===== config.mk =====
export PLATFORM = sky130hd
export DESIGN_NAME = body_integrator
export DESIGN_NICKNAME = d
export VERILOG_FILES = /design/src/rtl/gravsim_pkg.sv /design/src/rtl/sat_shift_add.sv /design/src/rtl/body_integrator.sv
export SDC_FILE = /design/constraint.sdc
export NUM_CORES = 1
export LEC_CHECK = 0
export BUFFER_PORTS_ARGS = -buffer_cell sky130_fd_sc_hd__buf_2
export CAP_MARGIN = 0
export CORE_ASPECT_RATIO = 2
export CORE_UTILIZATION = 60
export CTS_BUF_LIST = sky130_fd_sc_hd__clkbuf_2
export CTS_CLUSTER_SIZE = 40
export DETAILED_ROUTE_END_ITERATION = 10
export PLACE_DENSITY = 0.8
export SLEW_MARGIN = 20
export SYNTH_ARGS = -nofsm -noshare
export SYNTH_HDL_FRONTEND = slang
export SYNTH_SLANG_ARGS = --single-unit
export TNS_END_PERCENT = 1

===== constraint.sdc =====
create_clock -name CLK -period 12.6 [get_ports CLK]
set_input_delay 1.26 -clock CLK [delete_from_list [all_inputs] [get_ports CLK]]
set_output_delay 1.26 -clock CLK [all_outputs]
set_load 0.02 [all_outputs]

===== src/rtl/gravsim_pkg.sv =====
// Shared definitions for the gravity-simulation register file and integrator.
//
// Contents:
//   REG_*         register-file word offsets (axis blocks are indexed by body 1..N)
//   state_e       integrator state encoding
//   sat_add       32-bit signed add with saturation instead of wrap-around
//   read_offset   base offset of the idx-th word fetched for one body

package gravsim_pkg;

    localparam logic [7:0] REG_NUM   = 8'd0;
    localparam logic [7:0] REG_START = 8'd1;
    localparam logic [7:0] REG_DONE  = 8'd2;
    localparam logic [7:0] REG_POS_X = 8'd22;
    localparam logic [7:0] REG_POS_Y = 8'd32;
    localparam logic [7:0] REG_POS_Z = 8'd42;
    localparam logic [7:0] REG_VEL_X = 8'd52;
    localparam logic [7:0] REG_VEL_Y = 8'd62;
    localparam logic [7:0] REG_VEL_Z = 8'd72;
    localparam logic [7:0] REG_ACC_X = 8'd82;
    localparam logic [7:0] REG_ACC_Y = 8'd92;
    localparam logic [7:0] REG_ACC_Z = 8'd102;

    typedef enum logic [2:0] {
        ST_IDLE   = 3'd0,
        ST_READ   = 3'd1,
        ST_WR_VEL = 3'd2,
        ST_WR_POS = 3'd3,
        ST_DONE   = 3'd4
    } state_e;

    // The sum is formed one bit wider so overflow shows up as the two top
    // bits disagreeing; the extra top bit then tells us which rail to clamp to.
    function automatic logic [31:0] sat_add(input logic [31:0] x, input logic [31:0] y);
        logic [32:0] sum;
        sum = {x[31], x} + {y[31], y};
        if (sum[32] != sum[31]) begin
            sat_add = sum[32] ? 32'h8000_0000 : 32'h7FFF_FFFF;
        end else begin
            sat_add = sum[31:0];
        end
    endfunction

    // Fetch order for one body: acceleration, velocity, position, each X/Y/Z.
    function automatic logic [7:0] read_offset(input logic [3:0] idx);
        case (idx)
            4'd0:    read_offset = REG_ACC_X;
            4'd1:    read_offset = REG_ACC_Y;
            4'd2:    read_offset = REG_ACC_Z;
            4'd3:    read_offset = REG_VEL_X;
            4'd4:    read_offset = REG_VEL_Y;
            4'd5:    read_offset = REG_VEL_Z;
            4'd6:    read_offset = REG_POS_X;
            4'd7:    read_offset = REG_POS_Y;
            4'd8:    read_offset = REG_POS_Z;
            default: read_offset = 8'd0;
        endcase
    endfunction

endpackage


===== src/rtl/sat_shift_add.sv =====
// One axis of the integrator datapath: sum = sat(x + (y >>> DT_SHIFT)).
//
// Ports:
//   x_in   32-bit signed base value (velocity or position)
//   y_in   32-bit signed rate value (acceleration or velocity), scaled by 2^-DT_SHIFT
//   sum    32-bit saturated result

module sat_shift_add
    import gravsim_pkg::*;
#(
    parameter int DT_SHIFT = 4
) (
    input  logic [31:0] x_in,
    input  logic [31:0] y_in,
    output logic [31:0] sum
);

    logic [31:0] y_scaled;

    // Arithmetic shift rounds toward minus infinity, so negative rates keep
    // their sign even when smaller in magnitude than one timestep unit.
    always_comb begin
        y_scaled = $signed(y_in) >>> DT_SHIFT;
        sum      = sat_add(x_in, y_scaled);
    end

endmodule


===== src/rtl/body_integrator.sv =====
// Semi-implicit Euler integrator for up to MAX_BODIES bodies held in a
// register file. Each body is fetched (9 words), its velocity is updated and
// written back, then its position is updated from the new velocity and
// written back.
//
// Ports:
//   CLK, RESET_N      clock and synchronous active-low reset
//   START             level request; a step begins only from idle
//   DONE              high once the step has finished, until START drops
//   RD_ADDR, RD_DATA  register-file read port (data arrives one cycle later)
//   NUM_BODIES        requested body count (clamped to MAX_BODIES)
//   WE, WR_GRANT      triple-write request and its per-cycle acceptance
//   ADDR1..3, DATA1..3  the three X/Y/Z words of the current write

module body_integrator
    import gravsim_pkg::*;
#(
    parameter int MAX_BODIES = 10,
    parameter int DT_SHIFT   = 4
) (
    input  logic        CLK,
    input  logic        RESET_N,
    input  logic        START,
    output logic        DONE,
    output logic [7:0]  RD_ADDR,
    input  logic [31:0] RD_DATA,
    input  logic [31:0] NUM_BODIES,
    output logic        WE,
    input  logic        WR_GRANT,
    output logic [7:0]  ADDR1,
    output logic [7:0]  ADDR2,
    output logic [7:0]  ADDR3,
    output logic [31:0] DATA1,
    output logic [31:0] DATA2,
    output logic [31:0] DATA3
);

    state_e            state_q, state_d;
    logic [7:0]        b_q, b_d;
    logic [7:0]        n_q, n_d;
    logic [3:0]        cnt_q, cnt_d;
    // Words 0-2 acceleration, 3-5 velocity, 6-8 position of the current body.
    logic [8:0][31:0]  rdbuf_q, rdbuf_d;
    logic [2:0][31:0]  op_x, op_y, res;
    logic [7:0]        n_eff;

    always_comb begin
        if (NUM_BODIES > 32'(MAX_BODIES)) begin
            n_eff = 8'(MAX_BODIES);
        end else begin
            n_eff = NUM_BODIES[7:0];
        end
    end

    // The three adders are shared between both write phases: velocity uses
    // (v, a), position uses (p, v') where v' has already replaced v in the
    // buffer when the velocity write was granted.
    always_comb begin
        op_x = '0;
        op_y = '0;
        for (int i = 0; i < 3; i++) begin
            if (state_q == ST_WR_POS) begin
                op_x[i] = rdbuf_q[6 + i];
                op_y[i] = rdbuf_q[3 + i];
            end else begin
                op_x[i] = rdbuf_q[3 + i];
                op_y[i] = rdbuf_q[i];
            end
        end
    end

    sat_shift_add #(.DT_SHIFT(DT_SHIFT)) u_sat_x (.x_in(op_x[0]), .y_in(op_y[0]), .sum(res[0]));
    sat_shift_add #(.DT_SHIFT(DT_SHIFT)) u_sat_y (.x_in(op_x[1]), .y_in(op_y[1]), .sum(res[1]));
    sat_shift_add #(.DT_SHIFT(DT_SHIFT)) u_sat_z (.x_in(op_x[2]), .y_in(op_y[2]), .sum(res[2]));

    // Sequencing. READ runs cnt 0..9: addresses go out on 0..8 and the data
    // for address k is captured on cnt k+1. Write states only advance on a
    // granted cycle, so everything holds while the bus is busy.
    always_comb begin
        state_d = state_q;
        b_d     = b_q;
        n_d     = n_q;
        cnt_d   = cnt_q;
        rdbuf_d = rdbuf_q;
        case (state_q)
            ST_IDLE: begin
                if (START) begin
                    n_d     = n_eff;
                    b_d     = 8'd1;
                    cnt_d   = 4'd0;
                    state_d = (n_eff == 8'd0) ? ST_DONE : ST_READ;
                end
            end
            ST_READ: begin
                if (cnt_q != 4'd0) begin
                    rdbuf_d[cnt_q - 4'd1] = RD_DATA;
                end
                if (cnt_q == 4'd9) begin
                    cnt_d   = 4'd0;
                    state_d = ST_WR_VEL;
                end else begin
                    cnt_d = cnt_q + 4'd1;
                end
            end
            ST_WR_VEL: begin
                if (WR_GRANT) begin
                    for (int i = 0; i < 3; i++) begin
                        rdbuf_d[3 + i] = res[i];
                    end
                    state_d = ST_WR_POS;
                end
            end
            ST_WR_POS: begin
                if (WR_GRANT) begin
                    if (b_q < n_q) begin
                        b_d     = b_q + 8'd1;
                        state_d = ST_READ;
                    end else begin
                        state_d = ST_DONE;
                    end
                end
            end
            ST_DONE: begin
                if (!START) begin
                    b_d     = 8'd1;
                    state_d = ST_IDLE;
                end
            end
            default: begin
                state_d = ST_IDLE;
            end
        endcase
    end

    // Outputs are decoded from registered state only, so they are zero
    // whenever the integrator sits in IDLE (including right after reset).
    always_comb begin
        DONE    = (state_q == ST_DONE);
        WE      = (state_q == ST_WR_VEL) || (state_q == ST_WR_POS);
        RD_ADDR = 8'd0;
        ADDR1   = 8'd0;
        ADDR2   = 8'd0;
        ADDR3   = 8'd0;
        DATA1   = 32'd0;
        DATA2   = 32'd0;
        DATA3   = 32'd0;
        if (state_q == ST_READ && cnt_q != 4'd9) begin
            RD_ADDR = read_offset(cnt_q) + b_q;
        end
        if (state_q == ST_WR_VEL) begin
            ADDR1 = REG_VEL_X + b_q;
            ADDR2 = REG_VEL_Y + b_q;
            ADDR3 = REG_VEL_Z + b_q;
        end else if (state_q == ST_WR_POS) begin
            ADDR1 = REG_POS_X + b_q;
            ADDR2 = REG_POS_Y + b_q;
            ADDR3 = REG_POS_Z + b_q;
        end
        if (WE) begin
            DATA1 = res[0];
            DATA2 = res[1];
            DATA3 = res[2];
        end
    end

    always_ff @(posedge CLK) begin
        if (!RESET_N) begin
            state_q <= ST_IDLE;
            b_q     <= 8'd1;
            n_q     <= 8'd0;
            cnt_q   <= 4'd0;
            rdbuf_q <= '0;
        end else begin
            state_q <= state_d;
            b_q     <= b_d;
            n_q     <= n_d;
            cnt_q   <= cnt_d;
            rdbuf_q <= rdbuf_d;
        end
    end

endmodule

==> After elaboration in Yosys (flattened, before gate mapping) <==
Memories as Yosys holds them, arrays and structs flattened. A register that Yosys moved wholly into a read port is not among the register bits.
Cells that the tools add are included.
{ "totals": {"reg_bits": 311, "latch_bits": 0, "ramBits": 0, "mem_bits_ro": 96, "in_bits": 68, "elab_cells": 110, "memories": 1} }
{ "mem_list": {"columns": ["memory", "words", "word_bits", "read_ports", "rd_clocked_by_memory_dff", "write_ports", "line", "text"], "rows": [
  ["(name not given)", 16, 6, 1, 1, 0, "gravsim_pkg.sv:46", "case (idx)"]
]} }
{ "op_classes": {"addsub": 13, "mul": 0, "div": 0, "magnitude_cmp": 4, "n_eq_ne": 16, "n_shift": 0, "mux": 48, "n_bitwise": 0, "reduce_logical": 15} }
{ "ops": {"columns": ["cell", "count"], "rows": [
  ["32-bit two-way mux", 16],
  ["288-bit bitwise mux", 1],
  ["192-bit two-way mux", 1],
  ["96-bit one-hot mux with 2 select lines", 1],
  ["32-bit demux with 4-bit select", 1],
  ["8-bit two-way mux", 13],
  ["32-bit by 28-bit adder with 33-bit output", 3],
  ["96-bit two-way mux", 1],
  ["6-bit by 8-bit adder with 8-bit output (first input constant)", 4],
  ["32-bit by 4-bit > comparator with 1-bit output (second input constant)", 1],
  ["8-bit one-hot mux with 3 select lines", 1],
  ["3-bit two-way mux", 7],
  ["4-bit two-way mux", 4],
  ["3-bit one-hot mux with 5 select lines", 1],
  ["2-bit != test (second input constant)", 6],
  ["5-bit AND reduction", 2],
  ["5-bit by 8-bit adder with 8-bit output (first input constant)", 1],
  ["7-bit by 8-bit adder with 8-bit output (first input constant)", 1],
  ["8-bit by 1-bit adder with 8-bit output (second input constant)", 1],
  ["8-bit adder", 1],
  ["8-bit logical NOT", 1],
  ["8-bit less-than comparator", 1],
  ["4-bit one-hot mux with 2 select lines", 1],
  ["3-bit by 2-bit equality test with 1-bit output (second input constant)", 2],
  ["other kinds (18)", 24]
]} }

==> Depth between registers and ports, before layout <==
{ "depth": {"depth_word": 8, "mapped_depth": 26, "depth_no_buf": 22} }

==> By module <==
From an unflattened synthesis, not the netlist that was laid out.
{ "hier_totals": {"cells_unflattened": 2828, "area_unflattened_um2": 23561.3} }
{ "modules_own_cells": {"columns": ["mod", "instances", "cells_per_inst", "area_each_um2", "seq_area_each_um2"], "rows": [
  ["body_integrator", 1, 1930, 17260.3, 6346.1],
  ["sat_shift_add (u_sat_y ...)", 2, 293, 2025.7, 0.0],
  ["sat_shift_add (u_sat_x)", 1, 312, 2249.7, 0.0]
]} }

==> Worst setup path after synthesis <==
No wires, ideal clock.
{ "synth_timing": {"path_type": "flip-flop to output port", "startpoint": "register state_q[2]", "endpoint": "output DATA2[2]", "arrival_ns": 5.332, "setup_slack_ns": 6.008, "path_stages_with_launch": 25, "path_buffers": 7, "cell_sequence": "dfxtp_1 > buf_2 > nand2b_1 > inv_2 > nand2_1 > clkbuf_1 > clkbuf_1 > mux2_2 > ha_1 > buf_2 > a21o_1 > a21o_1 > a221oi_1 > o21ai_0 > a41oi_1 > o21bai_1 > a21oi_1 > xnor2_1 > ha_1 > clkbuf_1 > inv_1 > clkbuf_1 > clkbuf_1 > nand3_1 > a21oi_1"} }
{ "synth_between": {"elab_chain_len": 6} }
{ "synth_rtl": {"columns": ["element", "line", "text"], "rows": [
  ["start, declared", "body_integrator.sv:38", "state_e state_q, state_d;"],
  ["start signal, assigned", "body_integrator.sv:174", "state_q <= state_d;"],
  ["3-bit by 2-bit equality test with 1-bit output", "body_integrator.sv:62, body_integrator.sv:139", null],
  ["32-bit two-way mux", "body_integrator.sv:62", "if (state_q == ST_WR_POS) begin"],
  ["32-bit by 28-bit adder with 33-bit output", "gravsim_pkg.sv:36", "sum = {x[31], x} + {y[31], y};"],
  ["32-bit two-way mux or 1-bit != test (tied branches)", "gravsim_pkg.sv:38, gravsim_pkg.sv:37", null],
  ["32-bit two-way mux", "gravsim_pkg.sv:37", "if (sum[32] != sum[31]) begin"],
  ["32-bit two-way mux *", "body_integrator.sv:159", "if (WE) begin"],
  ["end, declared", "body_integrator.sv:34", "output logic [31:0] DATA2,"]
]} }
Every way passes the cells marked *; elsewhere a longest branch is shown, timed or not.

==> Worst setup path in the final report <==
{ "layout_timing": {"startpoint": "register state_q[2]", "endpoint": "output DATA1[26]"} }
{ "layout_between": {"elab_chain_len": 6} }
{ "layout_rtl": {"columns": ["element", "line", "text"], "rows": [
  ["3-bit by 2-bit equality test with 1-bit output", "body_integrator.sv:62, body_integrator.sv:139", null],
  ["32-bit two-way mux", "body_integrator.sv:62", null],
  ["32-bit by 28-bit adder with 33-bit output", "gravsim_pkg.sv:36", null],
  ["32-bit two-way mux or 1-bit != test (tied branches)", "gravsim_pkg.sv:38, gravsim_pkg.sv:37", null],
  ["32-bit two-way mux", "gravsim_pkg.sv:37", null],
  ["32-bit two-way mux *", "body_integrator.sv:159", null],
  ["end, declared", "body_integrator.sv:33", "output logic [31:0] DATA1,"]
]} }
Marked as above.

==> results.yml <==
floorplan:
  num_rows: 98
  pin_count: 198
  die_w_um: 137
  initial_core_util_pct: 60.9
  core_sq_um: 35800
  die-area_sq_um: 37100
  die_h_um: 272
timing:
  finalCritPeriodShare_pct: 81.4
  max_freq_mhz: 97.5
  setup_tns_ns: 0
  finClkSkew_ns: 0.0659
  worst_slew_pin_slew_ns: 1.12
  setup_viol: 0
  rsz0062_at_grt: "no"
  hold_viol_final: 0
  drv_slew: 0
  fin_crit_ns: 10.26
  worst_slack_ns: 2.34
  slew_headroom_pct: 25.1
clock_tree:
  clock_latency_ns: 1.03
  cts_hold_buf: 0
  clock-root-buffer: "clkbuf_2"
  cts_buffers: 71
  path_clk_slew_ns: 0.12
  postCtsSetupBuffers: 0
  cts_tree: "yes"
  clk_path_buf_depth: 3
  cts.sinks: 305
  cts_max_level: 3
  cts_resized: 0
setup_path:
  crit_family: "compound AO/OA/AOI/OAI gates"
  required_ns: 11.34
  critPathLaunchType: "flip-flop"
  timing.rr.start: "state_q[2]"
  path_buf_inv: 6
  startpoint: "state_q[2]"
  crit_slowest_cell: "buf_4"
  cp_cell_sequence: "nand2b_4 -> inv_2 -> nand2_4 -> buf_4 -> mux2_2 -> ha_1 -> inv_1 -> fa_1 -> nor2b_1 -> o31ai_1 -> a21oi_1 -> o311ai_0 -> a21oi_2 -> o21ai_0 -> ha_1 -> buf_4 -> clkinv_1 -> a21boi_1 -> nor2_1 -> buf_2"
  worstPathArrival_ns: 9.00
  regToRegSetupSlack_ns: 4.54
  end_kind: "output port"
  critPathMaxStageDelay_ns: 0.81
  cp_max_fo: 68
  crit_type: "flip-flop to output port"
finish:
  layout-drive-gt1-share_pct: 19.3
  area_growth_pct: 8.44
  final_cell_mix: "485 x nand2_1, 332 x a21oi_1, 305 x dfxtp_1"
  finish.net_count: 3147
  final_common_cell: "nand2_1"
pwr:
  ir_drop_mv: 0.185
  p_seq_share_pct: 30.9
  cellInternalPower_uw: 2010
  p_sw_share_pct: 47.7
  power_frac_clock_pct: 18.9
  switchingPower_uw: 1830
  p_leak_uw: 0.0102
  power_density_nw_per_um2: 162
  share_comb_of_total_power_pct: 50.2
global_route:
  grt_first_pass_wirelength_mm: 124
  antenna_found_initial: 3
  grt-ovfl-total: 0
  grt_pass1_vias: 22600
  grt.total_usage_pct: 44.1
  grt_max_degree: 129
routing:
  wl_mm: 82.1
  post_drt_wl_per_cell_um: 23.9
  firstDrtPassIters: 6
  vias_per_cell: 6.59
  drt_iter0_markers: 1740
  ant_nets: 0
  vias: 22700
  drc_errors: 0
placement:
  io_buffer_count: 197
  pre_cts_ws_ns: 3.92
  post-dp-hpwl_mm: 58.8
  gp_congestion: 1.06
logic_synthesis:
  synth_area_leaders: "dfxtp_1 28%, mux2_2 9.4%, nand2_1 8.4%"
  async_flop_share_pct: 0
  synth_top_cell_by_area: "dfxtp_1"
  synthDistinctLibCells: 98
  synth_edf_count: 0
  synth_nets: 3036
  netlist_instances: 2825
  synth_largest_type_area_fraction_pct: 28.0
  synth_seq_area_share_pct: 28.0
  synth_area_per_cell_sq_um: 7.72
  ys.flop_type: "dfxtp_1"
  netlist_area_sq_um: 21800
  synth_seq_cells: 305
  yosys_warnings: 0
worst_hold_path:
  min_path_type: "flip-flop to flip-flop"
  hp-start: "rdbuf_q[8]"
run:
  cap_viol_max_count: 0
outcome:
  outcome: "finished clean"
-- power groups by stage --
stage               Sequential (uW)  Combinational (uW)  Clock, uW
finish                         1190                1930        724
global placement               1200                1790          0
detailed placement             1200                1820          0
global route                   1200                2030        770
floorplan                      1150                1300          0
CTS                            1180                1830        722
-- cell families (layout without fill, tap and decap cells) --
| group | count (synthesis) | in the layout | share of synthesized area, % |
|---|---|---|---|
| simple gates | 981 | 981 | 19.7 |
| compound gates | 827 | 827 | 24.1 |
| flops | 305 | 305 | 28.0 |
| buf+inv | 247 | 409 | 4.58 |
| mux | 225 | 225 | 11.4 |
| fa+ha+maj | 143 | 143 | 8.35 |
| xor+xnor | 97 | 97 | 3.90 |
| other cells | 0 | 2 | 0 |
-- cell type report --
cell class,count,area [sq um]
clock buffers,90,450
fillers,3198,12200
flip-flops and latches,305,6110
diodes,2,5.00
multi-input cells,2273,14800
clock inverters,34,260
inverters,61,234
repair buffers,224,1210
well taps,450,563
-- worst min-delay path, stage by stage, from the launching register on --
cell,delay (ns)
dfxtp_1,0.32
nand2_1,0.05
a21oi_1,0.05
-- flip-flops by register name (all words and copies together), names as in the netlist, named ones only --
signal and flops:
rdbuf_q 276, b_q 8, n_q 8, cnt_q 4, state_q 3
-- routing by layer --
layer | GRT usage [%] | part of all wire [%] | up-vias
li1 | - | - | 10300
met3 | 10.2 | 8.4 | 460
met1 | 43.2 | 33 | 10600
met2 | 75.4 | 49 | 1257
met4 | 40.4 | 10 | 2
met5 | 0 | 0.021 | -
-- cell usage after synthesis (11+ instances only) --
cell      count
o21a_1       38
a211oi_1     19
dfxtp_1     305
clkbuf_1    137
o211a_1      15
o211ai_1     44
nand4_1      17
nand2b_1     20
o21ai_0     110
mux2i_1      42
o22ai_1      14
and3_1       20
a21o_1       66
nand2_1     486
o21bai_1     11
buf_2        31
xor2_1       31
and2_1       23
inv_1        58
a31oi_1      45
xnor2_1      66
nor3_1       30
o21ai_1      15
nor2_1      242
a21boi_1     13
mux2_2      182
ha_1        139
nor4_1       13
a21oi_1     336
or3_1        17
nand3_1      61
-- through the flow --
step | cell area (sq um) | power, uW | utilization, % | cells | hold slack (ns)
floorplan | 21800 | 2450 | - | 2825 | 0.428
global placement | 22900 | 2990 | 63.9 | 3312 | 0.435
detailed placement | 22900 | 3020 | 63.9 | 3312 | 0.444
CTS | 23600 | 3730 | 65.9 | 3436 | 0.459
global route | 23600 | 4000 | 66.0 | 3439 | 0.477
finish | 23600 | 3840 | 66.0 | 3439 | 0.460
-- path summary, 6_finish.rpt --
kind                  end  depth (start not counted)
max             DATA1[26]                         20
max reg2reg  rdbuf_q[124]                         20
min            rdbuf_q[8]                          2
min reg2reg    rdbuf_q[8]                          2
No activity file was read; power rests on OpenSTA's default activity.
